**src/rtl/rom_arb_pkg.sv**
```systemverilog
// Shared constants and types for the script ROM data-port arbiter.
// Optional macro ROM_ARB_ALIGN_CHECK_EN enables misaligned-read errors.
package rom_arb_pkg;

   localparam int ROM_ADDR_W = 10;
   localparam int ROM_DATA_W = 32;
   localparam int ROM_DEPTH  = 256;

   typedef logic req_id_t;

   localparam req_id_t REQ_UART = 1'b0;
   localparam req_id_t REQ_REND = 1'b1;

   typedef struct packed {
      logic    valid;
      req_id_t id;
   } tag_t;

   typedef enum logic {
      PREF_UART = 1'b0,
      PREF_REND = 1'b1
   } prio_t;

   function automatic logic misaligned(
      input logic [1:0] lsb
   );
      return |lsb;
   endfunction

endpackage

```
**src/rtl/rom_port_arbiter_if.sv**
```systemverilog
// One requester's read channel: req/addr/gnt plus rvalid/rdata response.
// master = requester side, slave = arbiter side; err only with ROM_ARB_ALIGN_CHECK_EN.
interface rom_port_arbiter_if
   import rom_arb_pkg::*;
#(
   parameter int ADDR_W = ROM_ADDR_W,
   parameter int DATA_W = ROM_DATA_W
) ();

   logic              req;
   logic [ADDR_W-1:0] addr;
   logic              gnt;
   logic              rvalid;
   logic [DATA_W-1:0] rdata;
`ifdef ROM_ARB_ALIGN_CHECK_EN
   logic              err;

   modport master (
      output req, addr,
      input  gnt, rvalid, rdata, err
   );

   modport slave (
      input  req, addr,
      output gnt, rvalid, rdata, err
   );
`else
   modport master (
      output req, addr,
      input  gnt, rvalid, rdata
   );

   modport slave (
      input  req, addr,
      output gnt, rvalid, rdata
   );
`endif

endinterface

```
**src/rtl/rom_arb_rr_picker.sv**
```systemverilog
// Two-way round-robin pick: clk, rst, req_u/req_r in, gnt_u/gnt_r out (comb).
// Pointer moves to the other requester only when a grant is actually given.
module rom_arb_rr_picker
   import rom_arb_pkg::*;
(
   input  logic clk,
   input  logic rst,
   input  logic req_u,
   input  logic req_r,
   output logic gnt_u,
   output logic gnt_r
);

   prio_t ptr_q;
   prio_t ptr_d;

   always_ff @(posedge clk) begin
      if (rst) begin
         ptr_q <= PREF_UART;
      end else begin
         ptr_q <= ptr_d;
      end
   end

   always_comb begin
      gnt_u = 1'b0;
      gnt_r = 1'b0;
      ptr_d = ptr_q;
      if (!rst) begin
         unique case (1'b1)
            (req_u && req_r): begin
               gnt_u = (ptr_q == PREF_UART);
               gnt_r = (ptr_q == PREF_REND);
            end
            (req_u && !req_r): gnt_u = 1'b1;
            (!req_u && req_r): gnt_r = 1'b1;
            default: ;
         endcase
      end
      if (gnt_u) ptr_d = PREF_REND;
      if (gnt_r) ptr_d = PREF_UART;
   end

endmodule

```
**src/rtl/rom_port_arbiter.sv**
```systemverilog
// Shares the script ROM data port between UART fetch and renderer reads.
// Ports: clk, rst, uart/rend (slave channels), rom_addr out, rom_data in.
// Grant->rvalid latency is fixed at 2; ROM_ARB_ALIGN_CHECK_EN adds err.
module rom_port_arbiter
   import rom_arb_pkg::*;
#(
   parameter int ADDR_W = ROM_ADDR_W,
   parameter int DATA_W = ROM_DATA_W
) (
   input  logic               clk,
   input  logic               rst,
   rom_port_arbiter_if.slave  uart,
   rom_port_arbiter_if.slave  rend,
   output logic [ADDR_W-1:0]  rom_addr,
   input  logic [DATA_W-1:0]  rom_data
);

   logic              gnt_u;
   logic              gnt_r;
   logic              gnt_any;
   req_id_t           sel_id;
   logic [ADDR_W-1:0] sel_addr;
   logic [ADDR_W-1:0] addr_q;
   tag_t              s1_q;
   logic [DATA_W-1:0] resp_data;
   logic              u_rv_q;
   logic              r_rv_q;
   logic [DATA_W-1:0] u_rd_q;
   logic [DATA_W-1:0] r_rd_q;

   rom_arb_rr_picker u_pick (
      .clk   (clk),
      .rst   (rst),
      .req_u (uart.req),
      .req_r (rend.req),
      .gnt_u (gnt_u),
      .gnt_r (gnt_r)
   );

   assign gnt_any  = gnt_u | gnt_r;
   assign sel_id   = gnt_r ? REQ_REND : REQ_UART;
   assign sel_addr = gnt_r ? rend.addr : uart.addr;

   // Idle cycles replay the last address; ROM reads have no side effects.
   assign rom_addr = gnt_any ? sel_addr : addr_q;

`ifdef ROM_ARB_ALIGN_CHECK_EN
   logic s1_mis_q;
   logic u_err_q;
   logic r_err_q;

   assign resp_data = s1_mis_q ? '0 : rom_data;

   always_ff @(posedge clk) begin
      if (rst) begin
         s1_mis_q <= 1'b0;
         u_err_q  <= 1'b0;
         r_err_q  <= 1'b0;
      end else begin
         s1_mis_q <= gnt_any && misaligned(sel_addr[1:0]);
         u_err_q  <= s1_q.valid && (s1_q.id == REQ_UART)
                     && s1_mis_q;
         r_err_q  <= s1_q.valid && (s1_q.id == REQ_REND)
                     && s1_mis_q;
      end
   end

   assign uart.err = u_err_q;
   assign rend.err = r_err_q;
`else
   assign resp_data = rom_data;
`endif

   // Stage 1 tag lines up with the ROM's own address register; the
   // data it returns next cycle is steered by that tag.
   always_ff @(posedge clk) begin
      if (rst) begin
         addr_q <= '0;
         s1_q   <= '0;
         u_rv_q <= 1'b0;
         r_rv_q <= 1'b0;
         u_rd_q <= '0;
         r_rd_q <= '0;
      end else begin
         if (gnt_any) addr_q <= sel_addr;
         s1_q.valid <= gnt_any;
         s1_q.id    <= sel_id;
         u_rv_q <= s1_q.valid && (s1_q.id == REQ_UART);
         r_rv_q <= s1_q.valid && (s1_q.id == REQ_REND);
         if (s1_q.valid && (s1_q.id == REQ_UART))
            u_rd_q <= resp_data;
         if (s1_q.valid && (s1_q.id == REQ_REND))
            r_rd_q <= resp_data;
      end
   end

   assign uart.gnt    = gnt_u;
   assign rend.gnt    = gnt_r;
   assign uart.rvalid = u_rv_q;
   assign rend.rvalid = r_rv_q;
   assign uart.rdata  = u_rd_q;
   assign rend.rdata  = r_rd_q;

endmodule

```
**src/flat_wrapper.sv**
```systemverilog
// flat-port wrapper written by rule: the top's interface ports become plain ports
module rom_port_arbiter_flat import rom_arb_pkg::*;
#(
   parameter int ADDR_W = ROM_ADDR_W,
   parameter int DATA_W = ROM_DATA_W
)
  (clk, rst, rom_addr, rom_data, uart_req, uart_addr, uart_gnt, uart_rvalid, uart_rdata, rend_req, rend_addr, rend_gnt, rend_rvalid, rend_rdata);
  rom_port_arbiter_if #(.ADDR_W(ADDR_W), .DATA_W(DATA_W)) uart_i ();
  rom_port_arbiter_if #(.ADDR_W(ADDR_W), .DATA_W(DATA_W)) rend_i ();
  input  logic clk;
  input  logic rst;
  output logic [ADDR_W-1:0] rom_addr;
  input  logic [DATA_W-1:0] rom_data;
  input wire logic [$bits(uart_i.req)-1:0] uart_req;
  input wire logic [$bits(uart_i.addr)-1:0] uart_addr;
  output wire logic [$bits(uart_i.gnt)-1:0] uart_gnt;
  output wire logic [$bits(uart_i.rvalid)-1:0] uart_rvalid;
  output wire logic [$bits(uart_i.rdata)-1:0] uart_rdata;
  input wire logic [$bits(rend_i.req)-1:0] rend_req;
  input wire logic [$bits(rend_i.addr)-1:0] rend_addr;
  output wire logic [$bits(rend_i.gnt)-1:0] rend_gnt;
  output wire logic [$bits(rend_i.rvalid)-1:0] rend_rvalid;
  output wire logic [$bits(rend_i.rdata)-1:0] rend_rdata;
  assign uart_i.req = uart_req;
  assign uart_i.addr = uart_addr;
  assign uart_gnt = uart_i.gnt;
  assign uart_rvalid = uart_i.rvalid;
  assign uart_rdata = uart_i.rdata;
  assign rend_i.req = rend_req;
  assign rend_i.addr = rend_addr;
  assign rend_gnt = rend_i.gnt;
  assign rend_rvalid = rend_i.rvalid;
  assign rend_rdata = rend_i.rdata;
  rom_port_arbiter #(.ADDR_W(ADDR_W), .DATA_W(DATA_W)) u_core (.clk(clk), .rst(rst), .uart(uart_i), .rend(rend_i), .rom_addr(rom_addr), .rom_data(rom_data));
endmodule
```
**config.mk**
```make
export PLATFORM = sky130hd
export DESIGN_NAME = rom_port_arbiter_flat
export DESIGN_NICKNAME = d
export VERILOG_FILES = /design/src/rtl/rom_arb_pkg.sv /design/src/rtl/rom_port_arbiter_if.sv /design/src/rtl/rom_arb_rr_picker.sv /design/src/rtl/rom_port_arbiter.sv /design/src/flat_wrapper.sv
export SDC_FILE = /design/constraint.sdc
export NUM_CORES = 1
export LEC_CHECK = 0
export CAP_MARGIN = 20
export CORE_MARGIN = 10
export CORE_UTILIZATION = 42
export DETAILED_ROUTE_END_ITERATION = 8
export PLACE_DENSITY = 0.85
export SYNTH_ARGS = -nofsm -noshare
export SYNTH_HDL_FRONTEND = slang
export SYNTH_SLANG_ARGS = --single-unit
```
**constraint.sdc**
```tcl
create_clock -name clk -period 2 [get_ports clk]
set_input_delay 0.4 -clock clk [delete_from_list [all_inputs] [get_ports clk]]
set_output_delay 0.4 -clock clk [all_outputs]
set_load 0.01 [all_outputs]
```
* Word-level counts from Yosys, hierarchy flattened
Index checks and enable logic that the tools add are counted.
** Operators by class
- Muxes and demuxes :: 7
- Bitwise operators :: 3
- Reduce and logical (&&, ||, !) cells :: 8
** Operators by type and width (number)
- 10-bit two-way mux :: 2
- 1-bit logical AND :: 5
- 1-bit one-hot mux with 2 select lines :: 2
- 1-bit two-way mux :: 3
- 1-bit zero test :: 2
- 1-bit NOT :: 2
- 2-bit OR reduction :: 1
- 1-bit bitwise OR :: 1
** Storage, ports and cells
- Flip-flop bits (word level) :: 79
- Bits of input ports :: 56
- Output and inout port bits :: 78
- Logic and storage cells :: 26

* Depth between registers and ports, before layout
- Depth in word-level cells :: 6
- Mapped depth :: 7
- Gate-level depth less buffers :: 5

* Cells and area by module
From an unflattened synthesis, not the netlist that was laid out.
** Second synthesis, totals
- Cells, all modules :: 363
- Area, all modules :: 2927.8 um^2
** By module, submodules not included
- rom_port_arbiter :: instances 1, cells an instance 357, area an instance 2866.5 um^2, seq. area each 1561.5 um^2
- rom_arb_rr_picker :: instances 1, cells an instance 6, area an instance 61.3 um^2, seq. area each 20.0 um^2

* Worst setup path before layout
Ideal clock, no wire load.
- Kind :: input -> output
- From :: input uart_req
- To :: output rom_addr[2]
- Arrival :: 1.385 ns
- Required time :: 1.600 ns
- Setup slack :: 0.215 ns
- Stages :: 6
- Buffers on the path :: 3
- Path through :: buf_6 inv_4 o211a_1 buf_6 buf_6 a211oi_1
** On the way
- Cells in the longest elaborated chain, start to end :: 6
- Elaborated cells on any way between the ends :: 11
- Those cells by class :: 6 x mux; 1 x bitwise; 4 x reduce/logical
** RTL lines
- from (decl) :: line flat_wrapper.sv:14 : input wire logic [$bits(uart_i.req)-1:0] uart_req;
- 1-bit zero test :: line rom_arb_rr_picker.sv:36 : (!req_u && req_r): gnt_r = 1'b1;
- 1-bit logical AND :: line rom_arb_rr_picker.sv:36
- 1-bit one-hot mux with 2 select lines (*) :: line rom_arb_rr_picker.sv:30 : unique case (1'b1)
- 1-bit two-way mux (*) :: line rom_arb_rr_picker.sv:29 : if (!rst) begin
- via rend_gnt :: line flat_wrapper.sv:21 : output wire logic [$bits(rend_i.gnt)-1:0] rend_gnt;
- 10-bit two-way mux or 1-bit bitwise OR (tied branches) :: line rom_port_arbiter.sv:42, rom_port_arbiter.sv:40
- 10-bit two-way mux (*) :: line rom_port_arbiter.sv:45 : assign rom_addr = gnt_any ? sel_addr : addr_q;
- to (decl) :: line flat_wrapper.sv:12 : output logic [ADDR_W-1:0] rom_addr;
Mark *: on every way through the listed nets, which the timed path passes. The rest lies on a longest branch.

* Worst setup path in the final report
- From :: input uart_req
- To :: output rom_addr[2]
** On the way
- Cells in the longest elaborated chain, start to end :: 6
- Elaborated cells on any way between the ends :: 11
- Those cells by class :: 6 x mux; 1 x bitwise; 4 x reduce/logical
** RTL lines (line)
- 1-bit zero test :: rom_arb_rr_picker.sv:36
- 1-bit logical AND :: rom_arb_rr_picker.sv:36
- 1-bit one-hot mux with 2 select lines :: rom_arb_rr_picker.sv:30
- 1-bit two-way mux :: rom_arb_rr_picker.sv:29
- 10-bit two-way mux or 1-bit bitwise OR (tied branches) :: rom_port_arbiter.sv:42, rom_port_arbiter.sv:40
- 10-bit two-way mux (*) :: rom_port_arbiter.sv:45
Mark *: on every way between the ends. The rest lies on a longest branch, timed or not.

==> results.md <==
- Ant. Diodes: 0
- Vias per Instance: 5.08
- Share of cells above drive strength 1: 16.3%
- Combinational share of power: 18.7%
- Clk root buf: clkbuf_8
- P_leak: 0.00189 µW
- Final hold slack: 0.454 ns
- Num CTS Buffers: 9
- Worst path cell trace: clkdlybuf4s15_2 -> inv_4 -> buf_4 -> a2111oi_2 -> buf_4 -> a211oi_2 -> clkbuf_2
- Final Critical Period: 1.98 ns
- GR Overflow Total: 0
- Total power: 3450 µW
- Post-Place Cells: 613
- Synth warn: 0
- Die X: 105 µm
- Vias after detailed routing: 3201
- H-tree depth: 3
- Delay of the slowest critical-path stage: 0.25 ns
- Kind of start point of the critical path: input port
- Worst reg-to-reg path cell count: 4
- Max Fclk: 0.505 GHz
- Slew @ Worst Pin: 0.472 ns
- DP Wirelength: 7280 µm
- WS Path Type: input port to primary output
- Status: finished clean
- Crit path capture type: primary output
- End-of-flow core utilization: 71.4%
- Cell Count, Final, Fillers Out: 630
- Max-cap violations: 0
- Initial antenna violation count: 0
- Global-route wire length before repair: 15500 µm
- Pwr/cell area: 700 nW/µm²
- Drt pass-1 iters: 5
- Pint: 2580 µW
- Clock share of power: 32.3%
- Worst hold path class: flop to flop
- Final-report max-slew violation count: 0
- Slew HR: 68.4%
- Clock Skews: 0.0107 ns
- Hold-fix buffers, CTS: 0
- Endpoints failing hold: 0
- Number of nets in the layout: 587
- Max stage delay cell, worst path: a211oi_2
- Initial Util: 43.8%
- Die Area: 11000 µm²
- Gr usage total: 17.0%
- Critical path data required time: 1.60 ns
- Syn avg cell area: 8.06 µm²
- # rows: 30
- Vias in the first global route: 3134
- Net Sw Frac: 25.2%
- # fillers: 530
- Pre-CTS WS: -0.783 ns
- Sequential share of power: 49.0%
- Routability cong.: 0.855
- Sw power: 869 µW
- Tcrit/Tclk final: 99.1%
- Area growth syn-to-layout: 63.2%
- DRC viols: 0
- Final worst slack: 0.0180 ns
- CTS tree: done
- Worst-path clk slew: 0.07 ns
- Cell variety after synth: 27
- Mapped Area: 3020 µm²
- 1st-iter DRT viols: 167
- ANT nets after route: 0
- # IOs: 134
- #FFs+latches synth: 79
- Hold Crit Depth: 2
- Post-synthesis sequential area ratio: 52.3%
- Critical Path AT: 1.58 ns
- Clk_lat worst skew: 0.34 ns
- Port Buffers: 133
- Count of clock tree sinks: 79
- Peak supply drop: 416 µV
- Most used cell, CP: buf_4
- Average wire per standard cell: 16.2 µm
- Largest net degree at the start of global routing: 47
- Syn Nets: 431
- Routed Wire Length: 10200 µm
- CP max FO: 9
- Max Root-Sink Buffers: 2
- Final setup fails: 0
- Core area: 6910 µm²
- Die H: 105 µm
- Gate Count Post-Synth: 375
==> kinds of logic after synthesis <==
family	Yosys count	synth area share (%)
AO/OA/AOI/OAI	102	20.5
buffers and inverters	40	6.58
flip-flops	79	52.3
multiplexers	3	0.993
AND/OR/NAND/NOR	151	19.6
==> synth_stat cells <==
cell       count  area (µm²)
inv_1          8        30.0
a211oi_2       1        12.5
inv_2          1        3.75
o21ai_0        7        35.0
dfxtp_1       79        1580
inv_4          1        6.26
buf_6          4        45.0
a211oi_1      13        97.6
buf_1          1        3.75
nor2_1         9        33.8
o211a_1        2        20.0
a21oi_1       65         325
a221o_1        3        30.0
nand2_1      130         488
o21a_1         1        7.51
and2_1         2        12.5
a311o_1        3        30.0
and3_1         3        18.8
or2_2          1        6.26
a2111oi_0      6        52.6
nor3_1         4        20.0
clkbuf_1      12        45.0
nor2b_1        1        6.26
a2111oi_1      1        10.0
mux2i_1        3        30.0
buf_2         13        65.1
nand2b_1       1        6.26
==> through the flow <==
stage | instance area, µm² | TNS, ns
2_1_floorplan | 3020 | 0
3_3_place_gp | 4670 | -7.56
3_5_place_dp | 4670 | -8.02
4_1_cts | 4860 | -0.763
5_1_grt | 4930 | -0.0696
6_report | 4930 | 0
==> placed cells by master, fill, tap and decap left out, types with 2 or more instances in the layout <==
cell,Yosys,routed
clkbuf_8,0,10
clkdlybuf4s50_1,0,118
and2_1,2,2
a211oi_1,13,11
clkinv_2,0,2
clkbuf_2,0,5
a311o_1,3,3
a2111oi_4,0,3
a21oi_1,65,64
nor3_1,4,4
buf_4,0,36
buf_12,0,5
o21ai_0,7,7
nor2_1,9,9
a2111oi_2,0,4
mux2i_1,3,3
and3_1,3,3
inv_1,8,7
dfxtp_1,79,78
inv_2,1,2
nand2_1,130,130
a211oi_2,1,3
buf_2,13,6
a221o_1,3,3
==> power groups by stage <==
stage / clock [µW] / combinational (µW) / sequential (µW)
after floorplan: 0 / 221 / 1740
after global placement: 0 / 620 / 1720
after detailed placement: 0 / 631 / 1730
after CTS: 1140 / 621 / 1690
after global routing: 1230 / 699 / 1700
final: 1110 / 647 / 1690
==> worst max-delay path, delay by kind of cell <==
| kind | cells | cell delay (ns) |
|---|---|---|
| buffers and inverters | 5 | 0.87 |
| AOI/OAI and AO/OA | 2 | 0.31 |
==> final cells by class <==
cell class                      instances  area, µm²  area share (%)
Clock buffer                           10        138            2.79
Clock inverter                          4       47.5           0.963
Inverter                               10       40.0           0.811
Multi-Input combinational cell        256       1350            27.3
Sequential cell                        79       1590            32.1
Tap cell                               96        120            2.43
Timing Repair Buffer                  175       1660            33.6
==> sequential cells by signal, summed over array words and instances (netlist names) <==
| signal | count |
|---|---|
| u_core.s1_q | 2 |
| u_core.uart.rdata | 32 |
| u_core.u_pick.ptr_q | 1 |
| u_core.rend.rvalid | 1 |
| u_core.rend.rdata | 32 |
| u_core.addr_q | 10 |
| u_core.uart.rvalid | 1 |
==> timing repair <==
action | CTS | global route
pin swaps | 1 | 4
buffers inserted | 2 | 1
endpoints found under the hold margin | 0 | 0
gates resized for setup | 40 | 35
endpoints found under the setup margin | 12 | 10
==> layer usage <==
| metal | wire, µm | up-vias | GRT usage [%] |
|---|---|---|---|
| li1 | - | 1560 | - |
| met1 | 4130 | 1476 | 19.2 |
| met2 | 4890 | 146 | 27.8 |
| met3 | 1070 | 19 | 8.60 |
| met4 | 128 | 0 | 4.41 |
| met5 | 0 | - | 0 |
==> final timing paths <==
kind	start	endpoint	slack [ns]
worst min-delay path	u_core.uart.rdata[30]	u_core.uart.rdata[30]	0.45
worst max register to register	u_core.s1_q[1]	u_core.uart.rdata[0]	0.68
worst min register to register	u_core.uart.rdata[30]	u_core.uart.rdata[30]	0.45
worst max-delay path	uart_req	rom_addr[2]	0.02
(Power assumes the default switching activity.)
